### src/rtl/seq_det_pkg.sv
// Shared encodings and default sizes for the "110" detector scheduler.
package seq_det_pkg;

  typedef logic [2:0] state_t;

  localparam state_t ST_IDLE  = 3'd0;
  localparam state_t ST_CLEAR = 3'd1;
  localparam state_t ST_SHIFT = 3'd2;
  localparam state_t ST_DRAIN = 3'd3;
  localparam state_t ST_RESP  = 3'd4;

  localparam int DEF_NUM_REQ = 2;
  localparam int DEF_FRAME_W = 8;
  localparam int DEF_CNT_W   = 4;

endpackage

### src/rtl/seq_det_sched_if.sv
// Requester/response bus between frame requesters and the detector scheduler.
interface seq_det_sched_if
  import seq_det_pkg::*;
#(
  parameter int NUM_REQ = DEF_NUM_REQ,
  parameter int FRAME_W = DEF_FRAME_W,
  parameter int CNT_W   = DEF_CNT_W,
  parameter int ID_W    = (NUM_REQ > 1) ? $clog2(NUM_REQ) : 1
);

  logic [NUM_REQ-1:0]         req_valid;
  logic [NUM_REQ*FRAME_W-1:0] req_data;
  logic [NUM_REQ-1:0]         req_ready;
  logic                       rsp_valid;
  logic                       rsp_ready;
  logic [ID_W-1:0]            rsp_id;
  logic [CNT_W-1:0]           rsp_count;

  modport master (
    output req_valid, req_data, rsp_ready,
    input  req_ready, rsp_valid, rsp_id, rsp_count
  );

  modport slave (
    input  req_valid, req_data, rsp_ready,
    output req_ready, rsp_valid, rsp_id, rsp_count
  );

endinterface

### src/rtl/seq_det_sched_rr_arbiter.sv
// Combinational round-robin arbiter; search starts just above last_grant.
module rr_arbiter #(
  parameter int NUM_REQ = 2,
  parameter int ID_W    = 1
) (
  input  logic [NUM_REQ-1:0] req,
  input  logic [ID_W-1:0]    last_grant,
  output logic [NUM_REQ-1:0] gnt,
  output logic [ID_W-1:0]    gnt_idx,
  output logic               gnt_any
);

  // Two passes: indices above the pointer first, then wrap from index 0.
  always_comb begin
    gnt_idx = '0;
    gnt_any = 1'b0;
    for (int i = 0; i < NUM_REQ; i++) begin
      if (!gnt_any && req[i] && (ID_W'(i) > last_grant)) begin
        gnt_any = 1'b1;
        gnt_idx = ID_W'(i);
      end
    end
    for (int i = 0; i < NUM_REQ; i++) begin
      if (!gnt_any && req[i]) begin
        gnt_any = 1'b1;
        gnt_idx = ID_W'(i);
      end
    end
  end

  // One-hot form of the winning index.
  always_comb begin
    gnt = '0;
    for (int i = 0; i < NUM_REQ; i++) begin
      gnt[i] = gnt_any && (gnt_idx == ID_W'(i));
    end
  end

endmodule

### src/rtl/seq_det_sched.sv
// Shares one external "110" detector among NUM_REQ frame requesters.
//
// state | meaning
// IDLE  | arbitrate, accept one frame from the round-robin winner
// CLEAR | det_rst high for one cycle so no pattern spans two frames
// SHIFT | FRAME_W cycles serialising the frame MSB-first into the detector
// DRAIN | one zero bit so the hit caused by the last frame bit is counted
// RESP  | hold id/count until rsp_ready
module seq_det_sched
  import seq_det_pkg::*;
#(
  parameter int NUM_REQ = DEF_NUM_REQ,
  parameter int FRAME_W = DEF_FRAME_W,
  parameter int CNT_W   = DEF_CNT_W,
  parameter int ID_W    = (NUM_REQ > 1) ? $clog2(NUM_REQ) : 1
) (
  input  logic           clk,
  input  logic           rst_n,
  seq_det_sched_if.slave bus,
  output logic           det_rst,
  output logic           det_bit,
  input  logic           det_hit
);

  localparam int BIT_W = $clog2(FRAME_W);

  state_t             state_q, state_d;
  logic [FRAME_W-1:0] sreg_q, sreg_d;
  logic [BIT_W-1:0]   idx_q, idx_d;
  logic [ID_W-1:0]    id_q, id_d;
  logic [ID_W-1:0]    last_q, last_d;
  logic [CNT_W-1:0]   cnt_q, cnt_d;

  logic [NUM_REQ-1:0] gnt;
  logic [ID_W-1:0]    gnt_idx;
  logic               gnt_any;
  logic [FRAME_W-1:0] gnt_frame;

  rr_arbiter #(
    .NUM_REQ (NUM_REQ),
    .ID_W    (ID_W)
  ) u_arb (
    .req        (bus.req_valid),
    .last_grant (last_q),
    .gnt        (gnt),
    .gnt_idx    (gnt_idx),
    .gnt_any    (gnt_any)
  );

  // Select the frame belonging to the current winner.
  always_comb begin
    gnt_frame = '0;
    for (int i = 0; i < NUM_REQ; i++) begin
      if (gnt[i]) gnt_frame = bus.req_data[i*FRAME_W +: FRAME_W];
    end
  end

  // Next-state, shift register, bit index and saturating hit counter.
  always_comb begin
    state_d = state_q;
    sreg_d  = sreg_q;
    idx_d   = idx_q;
    id_d    = id_q;
    last_d  = last_q;
    cnt_d   = cnt_q;
    case (state_q)
      ST_IDLE: begin
        if (gnt_any) begin
          sreg_d  = gnt_frame;
          id_d    = gnt_idx;
          last_d  = gnt_idx;
          cnt_d   = '0;
          state_d = ST_CLEAR;
        end
      end
      ST_CLEAR: begin
        idx_d   = '0;
        state_d = ST_SHIFT;
      end
      ST_SHIFT: begin
        sreg_d = {sreg_q[FRAME_W-2:0], 1'b0};
        if (idx_q == BIT_W'(FRAME_W - 1)) state_d = ST_DRAIN;
        else                              idx_d   = idx_q + BIT_W'(1);
      end
      ST_DRAIN: state_d = ST_RESP;
      ST_RESP:  if (bus.rsp_ready) state_d = ST_IDLE;
      default:  state_d = ST_IDLE;
    endcase
    // det_hit lags det_bit by one cycle, so SHIFT and DRAIN cover every frame bit.
    if ((state_q == ST_SHIFT || state_q == ST_DRAIN) && det_hit && (cnt_q != '1)) begin
      cnt_d = cnt_q + CNT_W'(1);
    end
  end

  // State registers with synchronous active-low reset; requester 0 wins first.
  always_ff @(posedge clk) begin
    if (!rst_n) begin
      state_q <= ST_IDLE;
      sreg_q  <= '0;
      idx_q   <= '0;
      id_q    <= '0;
      last_q  <= ID_W'(NUM_REQ - 1);
      cnt_q   <= '0;
    end else begin
      state_q <= state_d;
      sreg_q  <= sreg_d;
      idx_q   <= idx_d;
      id_q    <= id_d;
      last_q  <= last_d;
      cnt_q   <= cnt_d;
    end
  end

  assign bus.req_ready = {NUM_REQ{rst_n && (state_q == ST_IDLE)}} & gnt;
  assign bus.rsp_valid = (state_q == ST_RESP);
  assign bus.rsp_id    = id_q;
  assign bus.rsp_count = cnt_q;
  assign det_rst       = !rst_n || (state_q == ST_CLEAR);
  assign det_bit       = (state_q == ST_SHIFT) ? sreg_q[FRAME_W-1] : 1'b0;

endmodule

### src/flat_wrapper.sv
// flat-port wrapper written by rule: the top's interface ports become plain ports
module seq_det_sched_flat import seq_det_pkg::*;
#(
  parameter int NUM_REQ = DEF_NUM_REQ,
  parameter int FRAME_W = DEF_FRAME_W,
  parameter int CNT_W   = DEF_CNT_W,
  parameter int ID_W    = (NUM_REQ > 1) ? $clog2(NUM_REQ) : 1
)
  (clk, rst_n, det_rst, det_bit, det_hit, bus_req_valid, bus_req_data, bus_rsp_ready, bus_req_ready, bus_rsp_valid, bus_rsp_id, bus_rsp_count);
  seq_det_sched_if #(.NUM_REQ(NUM_REQ), .FRAME_W(FRAME_W), .CNT_W(CNT_W), .ID_W(ID_W)) bus_i ();
  input  logic clk;
  input  logic rst_n;
  output logic det_rst;
  output logic det_bit;
  input  logic det_hit;
  input wire logic [$bits(bus_i.req_valid)-1:0] bus_req_valid;
  input wire logic [$bits(bus_i.req_data)-1:0] bus_req_data;
  input wire logic [$bits(bus_i.rsp_ready)-1:0] bus_rsp_ready;
  output wire logic [$bits(bus_i.req_ready)-1:0] bus_req_ready;
  output wire logic [$bits(bus_i.rsp_valid)-1:0] bus_rsp_valid;
  output wire logic [$bits(bus_i.rsp_id)-1:0] bus_rsp_id;
  output wire logic [$bits(bus_i.rsp_count)-1:0] bus_rsp_count;
  assign bus_i.req_valid = bus_req_valid;
  assign bus_i.req_data = bus_req_data;
  assign bus_i.rsp_ready = bus_rsp_ready;
  assign bus_req_ready = bus_i.req_ready;
  assign bus_rsp_valid = bus_i.rsp_valid;
  assign bus_rsp_id = bus_i.rsp_id;
  assign bus_rsp_count = bus_i.rsp_count;
  seq_det_sched #(.NUM_REQ(NUM_REQ), .FRAME_W(FRAME_W), .CNT_W(CNT_W), .ID_W(ID_W)) u_core (.clk(clk), .rst_n(rst_n), .bus(bus_i), .det_rst(det_rst), .det_bit(det_bit), .det_hit(det_hit));
endmodule
### config.mk
export PLATFORM = sky130hd
export DESIGN_NAME = seq_det_sched_flat
export DESIGN_NICKNAME = d
export VERILOG_FILES = /design/src/rtl/seq_det_pkg.sv /design/src/rtl/seq_det_sched_if.sv /design/src/rtl/seq_det_sched_rr_arbiter.sv /design/src/rtl/seq_det_sched.sv /design/src/flat_wrapper.sv
export SDC_FILE = /design/constraint.sdc
export NUM_CORES = 1
export LEC_CHECK = 0
export CORE_MARGIN = 4
export CORE_UTILIZATION = 43
export CTS_CLUSTER_SIZE = 28
export DETAILED_ROUTE_END_ITERATION = 10
export PLACE_DENSITY = 0.74
export SYNTH_ARGS = -nofsm -noshare
export SYNTH_HDL_FRONTEND = slang
export SYNTH_SLANG_ARGS = --single-unit
### constraint.sdc
create_clock -name clk -period 1.69 [get_ports clk]
set_input_delay 0.338 -clock clk [delete_from_list [all_inputs] [get_ports clk]]
set_output_delay 0.338 -clock clk [all_outputs]
set_load 0.01 [all_outputs]
# == Word level (Yosys, flattened, before mapping) ==
# Index checks and enable logic that the tools add are counted.
# totals
reg_bits,20
latchBits,0
ramBits,0
rom_bits,0
inputBits,22
mem_count,0
# classes
add_sub_neg,2
n_mul,0
div,0
magnitude_cmp,2
eq_ne,10
shifts,0
n_mux,21
bitwise_logic,2
n_reduce_logical,26
# ops
cell,n
2-to-1 mux 8 bit,3
case mux 8 bit (2 select lines),1
case mux 3 bit (5 select lines),1
2-to-1 mux 3 bit,4
2-to-1 mux 4 bit,3
logical AND 1 bit,10
2-to-1 mux 1 bit,8
AND reduction 2 bit,4
nonzero test 2 bit,4
"equality test 3 x 2 -> 1 bit, second input constant",2
"equality test 3 bit, second input constant",2
"inequality test 2 bit, second input constant",3
case mux 3 bit (2 select lines),1
"adder 4 x 1 -> 4 bit, second input constant",1
zero test 1 bit,4
"inequality test 4 bit, second input constant",1
"adder 3 x 1 -> 3 bit, second input constant",1
"equality test 3 x 1 -> 1 bit, second input constant",1
zero test 3 bit,1
AND reduction 3 bit,1
bitwise AND 2 bit,1
"> comparator 1 bit, first input constant",2
logical OR 1 bit,2
"inequality test 2 x 1 -> 1 bit, second input constant",1
NOT 1 bit,1

# == Depth between registers and ports, before layout ==
# Gate-level depths: netlist (run 1).
# depth
depth_word,19
depth_mapped,5
ltp_nobuf,5

# == Hierarchy ==
# Synthesis (run 1) repeated with hierarchy kept, for this count alone.
# unflattened
cells_unflattened,141
area_unflattened_um2,1147.4
# by_module_without_submodules
module,n_inst,cells_each,area_per_inst_um2
seq_det_sched,1,136,1114.8
rr_arbiter,1,5,32.5

# == Least setup slack after synthesis (run 1) ==
# No wires, ideal clock.
# synth_timing
path_type,flip-flop to flip-flop
startpoint,register u_core.idx_q[0]
endpoint,register u_core.idx_q[0]
setup_time_ns,0.072
arrival_time_ns,1.534
required_ns,1.618
setup_slack_ns,0.084
stages_incl_launch_ff,6
path_cell_list,dfxtp_1 ha_1 ha_1 or3b_2 a21oi_2 mux2i_1
# synth_via
elab_chain_len,3
word_cells_on_any_way,6
classes_between,1 x add/sub; 2 x eq/ne; 2 x mux; 1 x reduce/logical
# synth_lines
item,line,text
start: declaration,seq_det_sched.sv:29,"logic [BIT_W-1:0] idx_q, idx_d;"
start signal: assignment,seq_det_sched.sv:107,idx_q <= idx_d;
adder 3 x 1 -> 3 bit or equality test 3 bit (tied branches),"seq_det_sched.sv:83, seq_det_sched.sv:82",
2-to-1 mux 3 bit or inequality test 2 bit (tied branches),--,
case mux 3 bit (2 select lines) or AND reduction 2 bit (tied branches),--,
# Several ways; a longest one is shown, not always the timed one. The select of a mux whose other input is x is not followed.
# A chain may end at the register's enable or synchronous reset.

# == Worst setup path in the final report (run 1) ==
# layout_timing
startpoint,register u_core.state_q[0]
endpoint,output bus_req_ready[0]
# layout_via
elab_chain_len,3
# layout_lines
item,line,text
start: declaration,seq_det_sched.sv:27,"state_t state_q, state_d;"
start signal: assignment,seq_det_sched.sv:105,state_q <= state_d;
zero test 3 bit,seq_det_sched.sv:114,assign bus.req_ready = {NUM_REQ{rst_n && (state_q == ST_IDLE)}} & gnt;
logical AND 1 bit,seq_det_sched.sv:114,
bitwise AND 2 bit,seq_det_sched.sv:114,
end: declaration,flat_wrapper.sv:19,output wire logic [$bits(bus_i.req_ready)-1:0] bus_req_ready;
# Every way passes these cells.

==> results of run 1 <==
worst reg2reg max path, delay by kind of cell (launching register included):
kind / cells / cell delay (ns)
adder cells (fa/ha/maj): 2 / 0.38
flip-flops: 1 / 0.34
multiplexers: 1 / 0.23
AND/OR/NAND/NOR: 1 / 0.38
AO/OA/AOI/OAI: 1 / 0.21
routing by layer:
layer,vias to the layer above,track usage (%)
met1,584,22.5
met3,4,4.47
li1,605,-
met2,28,33.6
met4,0,3.72
met5,-,0
layout make-up:
type	count	share of cell area [%]
multi-input combinational	98	42.8
timing repair buffer	55	28.4
tap	30	2.22
clock buffer	4	2.14
sequential	20	24.2
inverter	1	0.222
worst max-delay path by stage:
stage | from | end | cells after the start
global placement | bus_req_valid[1] | bus_req_ready[1] | 4
detailed placement | bus_req_valid[1] | bus_req_ready[1] | 4
finish | u_core.state_q[0] | bus_req_ready[0] | 3
CTS | u_core.state_q[1] | det_rst | 4
floorplan | u_core.idx_q[0] | u_core.idx_q[0] | 5
global route | u_core.state_q[0] | bus_req_ready[0] | 3
flip-flops by register name, summed over array words and instances, names as in the netlist:
| name | cells |
|---|---|
| u_core.sreg_q | 8 |
| u_core.bus.rsp_id | 1 |
| u_core.bus.rsp_count | 4 |
| u_core.last_q | 1 |
| u_core.idx_q | 3 |
| u_core.state_q | 3 |
per-stage QoR:
stage / instances / worst slack [ns]
finish: 208 / 0.0501
global route: 208 / -0.0332
CTS: 207 / 0.00422
detailed placement: 200 / -0.387
global placement: 200 / -0.359
floorplan: 130 / 0.0843
cell usage after synthesis (2+ instances only):
| master | instances | area [µm²] |
|---|---|---|
| o221ai_1 | 4 | 35.0 |
| nand2_1 | 11 | 41.3 |
| o21ai_0 | 2 | 10.0 |
| nand2b_1 | 5 | 31.3 |
| and3_1 | 2 | 12.5 |
| o22ai_1 | 4 | 25.0 |
| buf_2 | 2 | 10.0 |
| or3b_2 | 3 | 26.3 |
| clkbuf_8 | 5 | 68.8 |
| ha_1 | 3 | 37.5 |
| nor3b_1 | 2 | 15.0 |
| nand3b_1 | 3 | 22.5 |
| buf_6 | 3 | 33.8 |
| a32oi_1 | 7 | 61.3 |
| nand3_1 | 11 | 55.1 |
| nor3_1 | 7 | 35.0 |
| mux2i_1 | 3 | 30.0 |
| o311ai_0 | 4 | 35.0 |
| o211ai_1 | 5 | 37.5 |
| nor2_1 | 2 | 7.51 |
| dfxtp_1 | 20 | 400 |
power by group through the flow:
stage	Sequential, mW	Clock, mW	Combinational, mW
finish	0.571	0.284	0.630
CTS	0.570	0.296	0.616
global route	0.576	0.313	0.689
global placement	0.570	0	0.541
floorplan	0.572	0	0.349
detailed placement	0.574	0	0.548
kinds of logic (layout without fill, tap and decap cells):
group	Yosys count	in the layout	share of synthesized area, %
buf+inv	12	60	10.3
simple gates	57	57	28.1
mux	3	3	2.49
fa+ha+maj	3	3	3.11
xor+xnor	1	1	0.726
compound gates	34	34	22.1
flops	20	20	33.2
timing repair:
action                     CTS  global route
resized for setup           36             7
setup endpoints to repair   14            10
hold buffers                 0             0
hold endpoints to repair     0             0
pin swaps                    5             3
setup buffers                3             1
==> results.ini, run 1 <==
[routing]
drtIter0Drc=53
viasPerCell=5.87
finalWirelength_um=3140
wl_met1_um=1370
highest_layer=met4
drt_first_pass_iters=4
drc=0
vias=1221
drt.antenna.violating_nets=0
dr_wl_met3_um=120
wl_per_cell_um=15.1
dr_wl_met2_um=1630

[timing]
fmax_ghz=0.610
period_share_pct=97.0
hold_slack_ns=0.472
tns_ns=0
setup_viol_count_final=0
finalClockSkew_ns=0.000552
maxSlewViolCount=0
rsz0062_at_grt=true
max_slew_margin_pct=78.4
hold_viol_final=0
worst_pin_slew_ns=0.320
min_period_ns=1.64

[floorplanning]
die_area_um2=3720
fp.dieW_um=61.0
io_pins=32
core.rowCount=18
die_y_um=61.0
initial_core_util_pct=47.0
core_um2=2570

[synth]
yosysUniqueCellTypes=43
async_reset_ff_share_pct=0
syn_inst=130
syn_nets=155
synth.avg_cell_area_um2=9.28
syn_area_um2=1210
synth_edf_count=0
yosys_warnings=0
yosysSeqAreaShare_pct=33.2
synth_ff_type=dfxtp_1
synth_seq_cells=20

[finish]
diodes=0
drive_above_1_share_pct=30.9
syn2layout_area_growth_pct=40.2
final_common_cell=clkdlybuf4s50_1
layout_common_cells=clkdlybuf4s50_1, buf_4, dfxtp_1, nand2_1, nand3_1
fin_area_um2=1690
fill_cells=233
multiInputGateArea_um2=724
fin_util_pct=65.9
seq_area_um2=409
final_nets=204

[critical_path]
end_kind=output pin
crit_family=simple AND/OR/NAND/NOR gates
rr_endpoint=u_core.idx_q[1]
reg2reg_slack_ns=0.08
rr_startpoint=u_core.idx_q[0]
path_max_fanout=2
worstSetupStartpointType=flip-flop
crit_required_ns=1.35
cp.arrival_ns=1.30
path_buf_inv=1
reg2regPathDepth=5
slowest_delay_ns=0.40
path_cells=or3_4 -> nor3_2 -> buf_2
path_class=flip-flop to output pin
crit_slowest_cell=or3_4

[cts]
cts_buffer_depth=2
worstSkewPairLatency_ns=0.30
cts_tree=built
clkSlewWorstSetupHoldPaths_ns=0.12
h-tree-depth=1
cts-root-buf=clkbuf_4
numCtsBuffers=3
cts_sinks=20

[power_and_ir_drop]
pwr_density_cell_nw_per_um2=878
clkPwrFrac_pct=19.2
ir_worst_vdd_uv=750
switching_share_pct=32.3
p_sw_mw=0.480
intPower_mw=1.00
seq_power_share_pct=38.4
p_comb_share_pct=42.4
p_total_mw=1.48
p_leak_nw=0.644

[place]
dp_hpwl_um=2320
finalWeightedCongestion=0.784
port_buffers=31
place_area_um2=1580

[global_routing]
grt_overflow_total=0
grt_pass1_wl_um=5300
grt_max_degree=19
grt_pass1_vias=1228
antenna_found_initial=0
grt_util_all_layers_pct=18.7

[hold_path]
min_from=rst_n
whs_path_depth=2
hold_end=u_core.last_q
hp-class=input port to flip-flop

[outcome]
status=finished, final reports clean

[job]
maxCapViolCount=0

(Power assumes the default switching activity.)
==> run 2, diff against run 1 <==
Settings changed: CELL_PAD_IN_SITES_DETAIL_PLACEMENT set to 1, CELL_PAD_IN_SITES_GLOBAL_PLACEMENT set to 2, CORE_UTILIZATION 43 to 25, GPL_TIMING_DRIVEN set to 0, PLACE_DENSITY 0.74 to 0.72.
==> run 2 against run 1 <==
  * Sequential cell count unchanged
  * Clock power increased by 12%
  * First-iteration DRC count decreased by 26%
  * Count of clock-buffer cells in the layout decreased by 1
  * Combinational power decreased by 5.6%
  * Final area decreased by 0.30%
  * Register-to-register slack about the same
  * Sequential power increased by 4.9%
  * Critical path depth unchanged
  * Maximum frequency decreased by 1.8%
  * Highest routed layer unchanged
  * Utilization decreased by 30 points
==> results.ini, run 2 (synthesized netlist as in run 1, its figures left out) <==
[outcome]
status=finished, final reports clean

[cts]
clkSlewWorstSetupHoldPaths_ns=0.08
cts_buffer_depth=2
worstSkewPairLatency_ns=0.26
h-tree-depth=1
cts-root-buf=clkbuf_8
cts_tree=built
cts_sinks=20
numCtsBuffers=3
cts_hold_buf=0

[critical_path]
cp-startpoint=u_core.state_q[0]
rr_startpoint=u_core.idx_q[0]
worstSetupStartpointType=flip-flop
path_max_fanout=6
crit_required_ns=1.35
end_kind=output pin
cp.arrival_ns=1.33
path_class=flip-flop to output pin

[power_and_ir_drop]
pwr_density_cell_nw_per_um2=897
p_total_mw=1.51
ir_worst_vdd_uv=524
p_leak_nw=0.603

[global_routing]
grt_pass1_vias=1304
grt_util_all_layers_pct=13.4
grt_overflow_total=0
grt_max_degree=11
grt_pass1_wl_um=6490
antenna_found_initial=0

[hold_path]
min_from=rst_n
hp-class=input port to flip-flop

[routing]
wl_per_cell_um=17.7
drt.antenna.violating_nets=0
finalWirelength_um=3900
vias=1196
drt_first_pass_iters=4
drc=0
drtIter0Drc=39
viasPerCell=5.44

[finish]
layout_common_cells=clkdlybuf4s50_1, dfxtp_1, nand2_1, nand3_1
registers.top_by_ff_count=u_core.sreg_q
largest_reg_flops=8
drive_above_1_share_pct=23.5
final_nets=193
syn2layout_area_growth_pct=39.8
fin_area_um2=1690
fin_cells=220
final_common_cell=clkdlybuf4s50_1
diodes=0

[place]
finalWeightedCongestion=0.750
dpl.cell_count=214
dp_hpwl_um=2860
place_area_um2=1570
port_buffers=30

[timing]
min_period_ns=1.67
rsz0062_at_grt=true
worst_pin_slew_ns=0.619
max_slew_margin_pct=58.4
tns_ns=0
maxSlewViolCount=0
fmax_ghz=0.599
hold_viol_final=0
finalClockSkew_ns=0.00267
period_share_pct=98.8
setup_viol_count_final=0

[floorplanning]
core_um2=4690
fp.dieW_um=77.5
die_y_um=77.5
die_area_um2=6000
initial_core_util_pct=25.7
io_pins=32
core.rowCount=25

[job]
maxCapViolCount=0

[run 2: cell types whose count changed in the layout (fill, tap and decap cells not counted), sizes merged]
cell,before,now
clkdlybuf4s15,0,1
dlygate4sd2,3,2
clkbuf,5,11
buf,28,10
[run 2: critical path, stage by stage, from the launching register on]
cell and delay [ns]:
dfxtp_4 0.38, or3_4 0.40, nor3_2 0.15, buf_2 0.15
[run 2: power breakdown]
| part | internal, mW | switching (mW) | total (mW) |
|---|---|---|---|
| Combinational | 0.312 | 0.283 | 0.595 |
| Clock | 0.159 | 0.160 | 0.319 |
| Sequential | 0.537 | 0.0618 | 0.599 |
| Total | 1.01 | 0.505 | 1.51 |
[run 2: area by class of cell]
class / count / area, µm²
multi-input cells: 98 / 733
clock buffers: 3 / 41.3
inverters: 1 / 3.75
repair buffers: 35 / 313
flip-flops and latches: 20 / 410
plain buffers: 9 / 118
well taps: 54 / 67.6
fillers: 552 / 3010
[run 2: through the flow]
step | utilization, % | setup slack (ns) | hold WS, ns
after floorplan | - | 0.0843 | 0.438
after global placement | 33.5 | -0.802 | 0.447
after detailed placement | 33.5 | -0.809 | 0.463
after CTS | 36.1 | -0.0255 | 0.386
after global routing | 35.9 | -0.0228 | 0.411
final | 35.9 | 0.0205 | 0.388
[run 2: repair_timing]
action,in CTS,in global routing
pin swaps,6,4
endpoints found under the setup margin,9,6
buffers inserted,3,2
gates cloned,0,0
gates resized for setup,29,10
hold endpoints to repair,0,0
[run 2: path summary, 6_finish.rpt]
check	to	slack (ns)	depth (start not counted)
worst max-delay path	bus_req_ready[0]	0.02	3
worst min-delay path	u_core.bus.rsp_count[0]	0.39	3
worst max register to register	u_core.idx_q[0]	0.07	5
worst min register to register	u_core.idx_q[0]	0.48	2
[run 2: metal layers]
layer | global-route usage, % | up-vias | wire length [µm]
met5 | 0 | - | 0
met4 | 1.78 | 0 | 19
met3 | 3.02 | 2 | 135
met2 | 24.2 | 18 | 1960
met1 | 16.6 | 592 | 1780
li1 | - | 584 | -
==> run 3, diff against run 2 <==
Settings changed: GPL_ROUTABILITY_DRIVEN set to 0.
==> results of run 3 <==
No change in the layout: final DEF, timing and power equal those of run 2.
